[src/rtl/rom_read_arbiter_if.sv]
// Bundle of the requester-side and ROM-side signals of the ROM read arbiter.
// The slave modport is the arbiter's view; the master modport is the view
// of the surrounding environment (requesters plus the ROM itself).
interface rom_read_arbiter_if #(
    parameter int N_REQ  = 4,
    parameter int ADDR_W = 8,
    parameter int DATA_W = 4,
    parameter int CNT_W  = 16
);
    logic [N_REQ-1:0]        req;
    logic [N_REQ*ADDR_W-1:0] req_addr;
    logic                    hold;
    logic [N_REQ-1:0]        gnt;
    logic [ADDR_W-1:0]       rom_addr;
    logic [DATA_W-1:0]       rom_data;
    logic [N_REQ-1:0]        rsp_valid;
    logic [DATA_W-1:0]       rsp_data;
    logic [CNT_W-1:0]        gnt_count;

    modport master (
        output req, req_addr, hold, rom_data,
        input  gnt, rom_addr, rsp_valid, rsp_data, gnt_count
    );

    modport slave (
        input  req, req_addr, hold, rom_data,
        output gnt, rom_addr, rsp_valid, rsp_data, gnt_count
    );
endinterface

[src/rtl/rom_read_arbiter.sv]
// Round-robin arbiter sharing one synchronous-read ROM among N_REQ requesters.
// A grant in cycle T drives rom_addr in T+1 and the response (rsp_valid plus
// the ROM data passed straight through) in T+2. hold blocks new grants only;
// reads already in flight always finish unless reset intervenes.
module rom_read_arbiter #(
    parameter int N_REQ  = 4,
    parameter int ADDR_W = 8,
    parameter int DATA_W = 4,
    parameter int CNT_W  = 16
) (
    input  logic             clk,
    input  logic             reset_n,
    rom_read_arbiter_if.slave bus
);
    localparam int PTR_W = $clog2(N_REQ);
    localparam logic [PTR_W-1:0] LAST_IDX = PTR_W'(N_REQ - 1);

    logic [PTR_W-1:0]  r_ptr;
    logic [ADDR_W-1:0] r_romAddr;
    logic [N_REQ-1:0]  r_tag1;
    logic [N_REQ-1:0]  r_rspValid;
    logic [CNT_W-1:0]  r_gntCount;

    logic [PTR_W-1:0]  w_winner;
    logic [PTR_W-1:0]  w_nextPtr;
    logic [PTR_W-1:0]  w_idx;
    logic              w_found;
    logic              w_grant;
    logic [N_REQ-1:0]  w_gnt;
    logic [ADDR_W-1:0] w_winAddr;

    // Pointer plus offset, wrapped so that values >= N_REQ never appear.
    function automatic logic [PTR_W-1:0] wrapAdd(input logic [PTR_W-1:0] p, input int k);
        int s;
        s = int'(p) + k;
        if (s >= N_REQ) begin
            s = s - N_REQ;
        end
        return s[PTR_W-1:0];
    endfunction

    // Scan requesters starting at the priority pointer and pick the first active one.
    always_comb begin
        w_winner = '0;
        w_found  = 1'b0;
        w_idx    = '0;
        for (int k = 0; k < N_REQ; k++) begin
            w_idx = wrapAdd(r_ptr, k);
            if (!w_found && bus.req[w_idx]) begin
                w_winner = w_idx;
                w_found  = 1'b1;
            end
        end
    end

    // Qualify the winner with hold and reset, and derive the grant side effects.
    always_comb begin
        w_grant   = w_found && !bus.hold && reset_n;
        w_gnt     = '0;
        w_gnt[w_winner] = w_grant;
        w_nextPtr = (w_winner == LAST_IDX) ? '0 : w_winner + 1'b1;
        w_winAddr = bus.req_addr[int'(w_winner)*ADDR_W +: ADDR_W];
    end

    // Grant-side state: priority pointer, ROM address and saturating grant counter.
    always_ff @(posedge clk or negedge reset_n) begin
        if (!reset_n) begin
            r_ptr      <= '0;
            r_romAddr  <= '0;
            r_gntCount <= '0;
        end else if (w_grant) begin
            r_ptr     <= w_nextPtr;
            r_romAddr <= w_winAddr;
            if (r_gntCount != '1) begin
                r_gntCount <= r_gntCount + 1'b1;
            end
        end
    end

    // Two-stage tag pipeline that follows each read through the ROM, never stalled by hold.
    always_ff @(posedge clk or negedge reset_n) begin
        if (!reset_n) begin
            r_tag1     <= '0;
            r_rspValid <= '0;
        end else begin
            r_tag1     <= w_gnt;
            r_rspValid <= r_tag1;
        end
    end

    assign bus.gnt       = w_gnt;
    assign bus.rom_addr  = r_romAddr;
    assign bus.rsp_valid = r_rspValid;
    assign bus.rsp_data  = bus.rom_data;
    assign bus.gnt_count = r_gntCount;
endmodule

[src/flat_wrapper.sv]
// flat-port wrapper written by rule: the top's interface ports become plain ports
module rom_read_arbiter_flat 
#(
    parameter int N_REQ  = 4,
    parameter int ADDR_W = 8,
    parameter int DATA_W = 4,
    parameter int CNT_W  = 16
)
  (clk, reset_n, bus_req, bus_req_addr, bus_hold, bus_rom_data, bus_gnt, bus_rom_addr, bus_rsp_valid, bus_rsp_data, bus_gnt_count);
  rom_read_arbiter_if #(.N_REQ(N_REQ), .ADDR_W(ADDR_W), .DATA_W(DATA_W), .CNT_W(CNT_W)) bus_i ();
  input  logic clk;
  input  logic reset_n;
  input wire logic [$bits(bus_i.req)-1:0] bus_req;
  input wire logic [$bits(bus_i.req_addr)-1:0] bus_req_addr;
  input wire logic [$bits(bus_i.hold)-1:0] bus_hold;
  input wire logic [$bits(bus_i.rom_data)-1:0] bus_rom_data;
  output wire logic [$bits(bus_i.gnt)-1:0] bus_gnt;
  output wire logic [$bits(bus_i.rom_addr)-1:0] bus_rom_addr;
  output wire logic [$bits(bus_i.rsp_valid)-1:0] bus_rsp_valid;
  output wire logic [$bits(bus_i.rsp_data)-1:0] bus_rsp_data;
  output wire logic [$bits(bus_i.gnt_count)-1:0] bus_gnt_count;
  assign bus_i.req = bus_req;
  assign bus_i.req_addr = bus_req_addr;
  assign bus_i.hold = bus_hold;
  assign bus_i.rom_data = bus_rom_data;
  assign bus_gnt = bus_i.gnt;
  assign bus_rom_addr = bus_i.rom_addr;
  assign bus_rsp_valid = bus_i.rsp_valid;
  assign bus_rsp_data = bus_i.rsp_data;
  assign bus_gnt_count = bus_i.gnt_count;
  rom_read_arbiter #(.N_REQ(N_REQ), .ADDR_W(ADDR_W), .DATA_W(DATA_W), .CNT_W(CNT_W)) u_core (.clk(clk), .reset_n(reset_n), .bus(bus_i));
endmodule
[config.mk]
export PLATFORM = sky130hd
export DESIGN_NAME = rom_read_arbiter_flat
export DESIGN_NICKNAME = d
export VERILOG_FILES = /design/src/rtl/rom_read_arbiter_if.sv /design/src/rtl/rom_read_arbiter.sv /design/src/flat_wrapper.sv
export SDC_FILE = /design/constraint.sdc
export NUM_CORES = 1
export LEC_CHECK = 0
export ABC_CLOCK_PERIOD_IN_PS = 2300
export CORE_MARGIN = 3
export CORE_UTILIZATION = 38
export CTS_BUF_LIST = sky130_fd_sc_hd__clkbuf_8
export DETAILED_ROUTE_END_ITERATION = 10
export MAX_ROUTING_LAYER = met4
export PLACE_DENSITY = 0.77
export SKIP_CTS_REPAIR_TIMING = 1
export SLEW_MARGIN = 5
export SYNTH_ARGS = -nofsm -noshare
export SYNTH_HDL_FRONTEND = slang
export SYNTH_SLANG_ARGS = --single-unit
[constraint.sdc]
create_clock -name clk -period 2.3 [get_ports clk]
set_input_delay 0.69 -clock clk [delete_from_list [all_inputs] [get_ports clk]]
set_output_delay 0.69 -clock clk [all_outputs]
set_load 0.02 [all_outputs]
==> results of run 1 <==
[routing by layer]
layer	up-vias	wire length (um)
met5	-	0
met4	0	25
met3	3	326
met2	51	2400
met1	768	2090
li1	765	-
[cells by family after synthesis]
group           synth area share (%)
fa+ha+maj                       1.45
mux                             5.88
flops                           49.3
xor+xnor                        7.62
simple gates                    15.7
buf+inv                         4.21
compound gates                  15.7
[area by class of cell]
type | count | area (um^2)
flip-flops and latches | 34 | 852
clock inverters | 3 | 45.0
fillers | 324 | 1330
inverters | 5 | 23.8
clock buffers | 5 | 68.8
repair buffers | 94 | 898
well taps | 50 | 62.6
multi-input cells | 113 | 895
[through the flow]
stage	total power [mW]	area [um^2]	hold WS, ns	setup TNS, ns
global placement	1.88	2620	0.335	-14.57
finish	2.53	2850	0.352	-0.642
global route	2.67	2850	0.356	-0.916
detailed placement	1.90	2620	0.345	-16.27
CTS	2.46	2740	0.354	-9.27
floorplan	1.37	1760	0.331	-0.00352
[layout by cell type, fill, tap and decap left out, types with 2 or more instances in the layout]
cell             Yosys  layout
inv_4                0       2
and3_1               3       3
dfrtp_1             34      33
clkdlybuf4s50_1      0      60
nand2_1             11      10
nand3_1              8       8
clkbuf_8             0       5
xnor2_1             11      11
buf_6                0       6
clkinvlp_4           0       2
mux2i_1              9       9
nor2_2               3       3
xor2_1               4       4
nor2_1              12      10
a211oi_1             8       8
nor2_4               0       2
and4_1               2       2
a2111oi_0            8       8
a21oi_2              0       2
o21ai_0              2       2
a21boi_0             9       8
nand4_1              4       4
inv_1                4       3
buf_4                4      23
[sequential cells by signal (all words and copies together), names as in the netlist]
signal,cells
u_core.bus.gnt_count,16
u_core.bus.rom_addr,8
u_core.bus.rsp_valid,4
u_core.r_tag1,4
u_core.r_ptr,2
[worst reg2reg max path, cell delays in order, from the launching register on]
cell and delay [ns]:
dfrtp_2 0.46, mux2i_1 0.14, o22a_2 0.23, buf_12 0.14, nand2_8 0.06, inv_4 0.04
buf_4 0.15, a2111oi_0 0.54, buf_4 0.20, a211oi_1 0.04
[power breakdown]
part	leakage [nW]	internal (mW)	switching, mW
combinational	0.736	0.570	0.538
clock	0.0504	0.322	0.234
sequential	0.431	0.731	0.130
total	1.22	1.62	0.902
[path summary, 6_finish.rpt]
kind | end | from | cells after the start
max reg2reg | u_core.bus.rom_addr[7] | u_core.r_ptr[1] | 9
min reg2reg | u_core.bus.rsp_valid[1] | u_core.r_tag1[1] | 0
max in group asynchronous | u_core.r_ptr[1] | reset_n | 2
min in group asynchronous | u_core.bus.gnt_count[12] | reset_n | 2
max | bus_gnt[3] | bus_req[0] | 6
min | u_core.bus.rsp_valid[1] | u_core.r_tag1[1] | 0
==> metrics.cfg, run 1 <==
[outcome]
status=finished with violations
violations=setup timing

[floorplan]
placementRows=23
top_level_ports=79
start_util_pct=41.3
die_area_mm2=0.00538
die_h_um=73.4
core_area_mm2=0.00417
die_w_um=73.4

[worst_setup_path]
slowest_stage=nor4_2
end_kind=primary output
worstPathArrival_ns=1.80
worstPathRequired_ns=1.61
crit_buf_inv=3
slowest_delay_ns=0.45
cp_cell_sequence=buf_8 > nor4_2 > nor3b_4 > buf_4 > and2_4 > buf_6
start_kind=primary input
setup.worst_path.class=primary input to primary output
cp_max_fo=5
critPathTopFamily=simple AND/OR/NAND/NOR gates
rrSetupSlack_ns=0.15

[global_routing]
grt_pass1_wl_mm=7.60
grt_max_degree=35
antenna_found_initial=0
grt_pass1_vias=1627
grtUsageTotal_pct=18.6
gr-usage-met2_pct=30.4
grt_util_met3_pct=5.34
use_met1_pct=23.4
grt_overflow=0
grt.busiest_layer=met2

[cells_and_area]
antenna_cells=0
final_nets=298
drive_gt1_share_pct=25.6
fin_cells=304
synthToLayoutAreaGrowth_pct=65.0
utilization_pct=68.2

[drt]
wl_mm=4.84
first_pass_iters=4
vias=1587
wire_per_inst_um=15.9
drc=0
antenna_left=0
viasPerCell=5.22
drt_iter0_drc=70

[worst_hold_path]
hold_class=register to register

[timing]
fin_crit_sh_pct=108
slew_headroom_pct=63.5
skew_ns=0.00771
rsz0062_at_grt=true
setup_ws_ns=-0.195
hold_violations=0
finalSetupViolCount=4
worst_pin_slew_ns=0.534
min_period_ns=2.49
slew_viol_final=0
clock.fmax_mhz=401

[cts]
cts_htree_levels=2
cts.sinks=34
clock_path_buffers=2
cts_tree=yes
clk_latency_ns=0.29
clockRootBuffer=clkbuf_8
numCtsBuffers=5
clk_pin_slew_ns=0.08

[synth]
synth_fp_nets=207
ys_dominant_reg_cell=dfrtp_1
syn_area_mm2=0.00172
ys_seq_area_share_pct=49.3
async_reset_ff_share_pct=100
syn_inst=162
yosysTopAreaCellShare_pct=49.3
synth_edf_count=0
synth.area.top_cells=dfrtp_1, xnor2_1, mux2i_1
ys_top_cells_by_count=dfrtp_1, nor2_1, nand2_1, xnor2_1
synthDistinctLibCells=37
avgSynthCellArea_um2=10.6
yosys_warnings=0
synth_top_area_cell=dfrtp_1
synth-seq-cells=34
yosysMostFrequentCell=dfrtp_1

[job]
drv_cap=0

[place]
placed_cells_incl_taps=292
hpwl_mm=3.61
pre_cts_ws_ns=-1.10
numPortBuffers=70
gp_congestion=0.793

[power_and_ir_drop]
power_density_mw_per_mm2=888
peakVddDrop_mv=0.478
leakagePower_nw=1.22

(Power assumes the default switching activity.)
==> run 2: changes to the inputs <==
Settings changed: GPL_ROUTABILITY_DRIVEN set to 0.
==> results of run 2 <==
Same layout as run 1: the final DEF is identical, and so are final timing and power.
==> run 3: changes to the inputs <==
Settings changed: PLACE_DENSITY 0.77 to not set, PLACE_DENSITY_LB_ADDON set to 0.25.
==> run 3 against run 2 <==
  * The flow still finishes with violations (setup timing)
  * Maximum frequency barely moved
  * Clock power fell by 21%
  * Global-route usage fell by 0.82 points
  * Count of clock-buffer cells in the layout rose by 1
  * Flip-flop and latch count did not move
  * Clock skew barely moved
  * Non-clock buffer count fell by 1
  * Combinational power barely moved
  * Sequential share of layout area rose by 0.40 points
  * Largest power group unchanged
==> metrics.cfg, run 3 (same netlist as run 1, synthesis figures left out) <==
[global_routing]
grt_overflow=0  ; unchanged
grt_max_degree=35  ; unchanged
antenna_found_initial=0  ; unchanged
grt_pass1_vias=1579  ; -3.0%
grtUsageTotal_pct=17.8  ; -0.82 points
grt_pass1_wl_mm=7.24  ; -4.7%

[cells_and_area]
largest_reg_flops=16  ; unchanged
final_nets=297  ; -0.34%
layout_commonest_cell=clkdlybuf4s50_1
fin_cells=303  ; -0.33%
layout_common_cells=clkdlybuf4s50_1, dfrtp_1, buf_4
utilization_pct=67.3  ; -0.90 points
synthToLayoutAreaGrowth_pct=62.8
antenna_cells=0  ; unchanged
drive_gt1_share_pct=24.1  ; -1.5 points

[power_and_ir_drop]
leakagePower_nw=1.21  ; -0.31%
power_density_mw_per_mm2=848  ; -4.5%
peakVddDrop_mv=0.522  ; +9.2%

[worst_setup_path]
crit_buf_inv=4  ; +1
setup.worst_path.class=primary input to primary output
worstPathArrival_ns=1.81  ; about the same
cp_max_fo=5  ; unchanged
critPathMostFrequentCell=buf_6
cp_cell_sequence=buf_8 > a21oi_2 > o21a_1 > o22ai_2 > buf_6 > inv_4 > ha_4 > and2_4 > buf_6
critPathTopFamily=compound AO/OA/AOI/OAI gates
slowest_stage=o21a_1
worstPathRequired_ns=1.61  ; about the same
start_kind=primary input
slowest_delay_ns=0.19  ; -0.26 ns
end_kind=primary output

[cts]
numCtsBuffers=5  ; unchanged
clk_latency_ns=0.28  ; about the same
cts.sinks=34  ; unchanged
clk_pin_slew_ns=0.06  ; -0.02 ns
cts_htree_levels=2  ; unchanged
cts_tree=yes
clock_path_buffers=2  ; unchanged
clockRootBuffer=clkbuf_8

[drt]
drc=0  ; unchanged
drt_iter0_drc=68  ; -2.9%
first_pass_iters=4  ; unchanged
viasPerCell=5.07  ; -3.0%
wl_mm=4.32  ; -11%
vias=1535  ; -3.3%
wire_per_inst_um=14.3  ; -10%
antenna_left=0  ; unchanged

[floorplan]
die_h_um=73.4  ; unchanged
placementRows=23  ; unchanged
core_area_mm2=0.00417  ; unchanged
die_w_um=73.4  ; unchanged
start_util_pct=41.3  ; unchanged
top_level_ports=79  ; unchanged
die_area_mm2=0.00538  ; unchanged

[timing]
fin_crit_sh_pct=109  ; about the same
rsz0062_at_grt=true
slew_headroom_pct=59.8  ; -3.7 points
worst_pin_slew_ns=0.601  ; +0.0675 ns
finalSetupViolCount=4  ; unchanged
hold_violations=0  ; unchanged
min_period_ns=2.50  ; +0.00238 ns
clock.fmax_mhz=400  ; about the same
skew_ns=0.00736  ; -0.000349 ns
slew_viol_final=0  ; unchanged
setup_ws_ns=-0.197  ; -0.00238 ns

[place]
hpwl_mm=3.27  ; -9.2%
placed_cells_incl_taps=293  ; +0.34%
numPortBuffers=70  ; unchanged

[outcome]
status=finished with violations
violations=setup timing

[job]
drv_cap=0  ; unchanged

[worst_hold_path]
hold_class=register to register

[run 3: area by class of cell]
| type | instances | area [um^2] |
|---|---|---|
| clock inverters | 2 | 8.76 |
| fillers | 332 | 1370 |
| multi-input cells | 113 | 886 |
| flip-flops and latches | 34 | 852 |
| repair buffers | 93 | 892 |
| inverters | 5 | 23.8 |
| clock buffers | 6 | 82.6 |
| well taps | 50 | 62.6 |
[run 3: worst paths after layout]
path	to	startpoint	cells after the start	slack, ns
setup / recovery	bus_gnt[3]	bus_req[0]	9	-0.20
hold / removal	u_core.bus.rsp_valid[1]	u_core.r_tag1[1]	0	0.35
setup reg to reg	u_core.bus.rom_addr[1]	u_core.r_ptr[1]	8	0.32
hold reg to reg	u_core.bus.rsp_valid[1]	u_core.r_tag1[1]	0	0.35
max in group asynchronous	u_core.r_ptr[1]	reset_n	2	1.51
min in group asynchronous	u_core.r_tag1[3]	reset_n	2	0.48
[run 3: where the power goes]
part | total, mW | internal, mW | switching [mW]
clock network | 0.438 | 0.237 | 0.202
logic | 1.08 | 0.557 | 0.519
registers | 0.867 | 0.732 | 0.135
[run 3: worst register-to-register path: stages, from the launching register on]
cell and delay (ns):
dfrtp_2 0.44, a21oi_2 0.07, o21a_1 0.19, o22ai_2 0.19, buf_6 0.15, inv_4 0.04, buf_4 0.12, nor2_1 0.47
a211oi_1 0.16
[run 3: through the flow]
| stage | instance area [um^2] | total power, mW | hold slack (ns) | setup WS [ns] | setup TNS (ns) |
|---|---|---|---|---|---|
| 6_report | 2810 | 2.38 | 0.349 | -0.197 | -0.425 |
| 5_1_grt | 2810 | 2.54 | 0.354 | -0.225 | -0.629 |
| 4_1_cts | 2710 | 2.33 | 0.350 | -1.13 | -7.98 |
| 3_5_place_dp | 2620 | 1.88 | 0.335 | -1.08 | -14.61 |
| 3_3_place_gp | 2620 | 1.87 | 0.333 | -1.04 | -13.57 |
| 2_1_floorplan | 1760 | 1.37 | 0.331 | -0.00176 | -0.00352 |
[run 3: metal layers]
metal,track usage (%),up-vias,wire [um]
met4,5.23,0,48
met5,-,-,0
li1,-,760,-
met3,6.16,8,358
met1,23.5,693,1990
met2,25.7,74,1930
==> RTL edit, RTL diff (settings of run 3) <==
`CNT_W` is set to 16 in 3 places; all go to 32.
--- a/src/rtl/rom_read_arbiter_if.sv
+++ b/src/rtl/rom_read_arbiter_if.sv
@@ -7,3 +7,3 @@
     parameter int DATA_W = 4,
-    parameter int CNT_W  = 16
+    parameter int CNT_W  = 32
 );
--- a/src/rtl/rom_read_arbiter.sv
+++ b/src/rtl/rom_read_arbiter.sv
@@ -8,3 +8,3 @@
     parameter int DATA_W = 4,
-    parameter int CNT_W  = 16
+    parameter int CNT_W  = 32
 ) (
--- a/src/flat_wrapper.sv
+++ b/src/flat_wrapper.sv
@@ -6,3 +6,3 @@
     parameter int DATA_W = 4,
-    parameter int CNT_W  = 16
+    parameter int CNT_W  = 32
 )
Interface: changed (resized bus_gnt_count); port bits go from 79 to 95. No check against the original RTL was run, so the function may have changed too.
==> RTL edit against run 3 <==
  * Design area grew 38%
  * Highest routed layer unchanged
  * Clock power grew 37%
  * Sequential power grew 29%
  * Largest power group is now registers
  * First-iteration DRC count grew 19%
  * Final cell count grew 43%
  * The run still ends with negative setup slack left
  * Sequential cell count grew 16
  * Total power grew 18%
  * Via count grew 44%
  * Area after synthesis grew 47%
  * Worst setup slack lost 0.0039 ns
  * Routed wire length grew 51%
==> RTL edit: results (changes against run 3) <==
sequential cell area 1252 um2 (+47%); Hold Path Sink u_core.bus.rsp_valid[3]; hold path startpoint u_core.r_tag1[3]; outcome complete, but fails checks; cell count after placement 421 (+44%); most instantiated cells after synthesis dfrtp_1 (50), nand2_1 (25), mux2i_1 (17), xor2_1 (16); worst-case reg-to-reg path depth 6 (-2); flops & latches, synth 50 (+47%); Total GRT Usage 17.12% (-0.66 points); post-synthesis cell type count 38 (+2.7%); placed cell areas 3627 um2 (+39%); crit-path max FO 4 (-1); area of the multi-input gates 1287 um2 (+45%); Final Skew 0.007149 ns (-0.0002123 ns); row cnt 29 (+26%); HPWL Detailed 4844 um (+48%); Gate power share 38.9% (-6.3 points); Power Density 722.4 nW/um2 (-15%); WL/cell 15.03 um (+5.4%); Slew HR 58.42% (-1.4 points); crit path from bus_req[1]; Synthesized Nets 289 (+40%); fill cell count 555 (+67%); final setup violation count 4 (unchanged); failing checks negative setup slack; Final non-clock buffer share 28.87% (-2.9 points); WHS 0.3582 ns (+0.009017 ns); Non-clock inverters 6 (+1); worst flop-to-flop path startpoint u_core.bus.gnt_count[2]; fin cells 433 (+43%); initial core utilization 39.47% (-1.8 points); Clock transition at path regs 0.09 ns (+0.03 ns); multi-input logic cell count 174 (+54%); Net Sw Frac 32.98% (-3.0 points); routed vias/inst 5.102 (+0.70%); layout cells sized above 1 19.38% (-4.7 points); max FFs per register 32 (+16); final setup margin -0.2011 ns (-0.003902 ns); dpl ws -1.090 ns (-0.01444 ns); Worst-Skew Late Latency 0.30 ns (+0.02 ns); Setup Total Neg Slack -0.5578 ns (-0.1327 ns); Pleak 1.763 nW (+45%); R2R Setup Slk 0.16 ns (-0.16 ns); ClkCell Share 2.736% (-0.52 points); Nets 400 (+35%); Seq/Total Area, Yosys 49.36% (about the same); Largest cell class multi-input combinational cells; IO buf count 86 (+23%); clk_buf instances 5 (-1); worst vdd ir 0.4431 mV (-15%)
-- RTL edit: changes by cell type after synthesis, sizes merged, moves of 10 or more --
cell / before / now
nand4: 4 / 14
dfrtp: 34 / 50
nand2: 12 / 25
xor2: 4 / 16
-- RTL edit: cell families after synthesis --
logic type	after synthesis	share of synthesized area, %
simple gates	103	21.96
flops	50	49.36
xor+xnor	30	10.37
compound gates	21	6.219
buf+inv	20	3.949
mux	18	7.157
fa+ha+maj	2	0.9870
-- RTL edit: critical path: stages --
cell       delay [ns]
buf_8            0.11
buf_6            0.11
a21oi_2          0.09
o21ai_1          0.10
o2bb2ai_2        0.16
inv_2            0.15
ha_4             0.15
and2_4           0.14
buf_6            0.11
-- RTL edit: per-layer routing --
| metal | global-route usage, % | part of all wire, % |
|---|---|---|
| met1 | 20.52 | 42 |
| met2 | 29.86 | 53 |
| met3 | 3.198 | 2.8 |
| met4 | 3.766 | 1.6 |
| met5 | - | 0 |
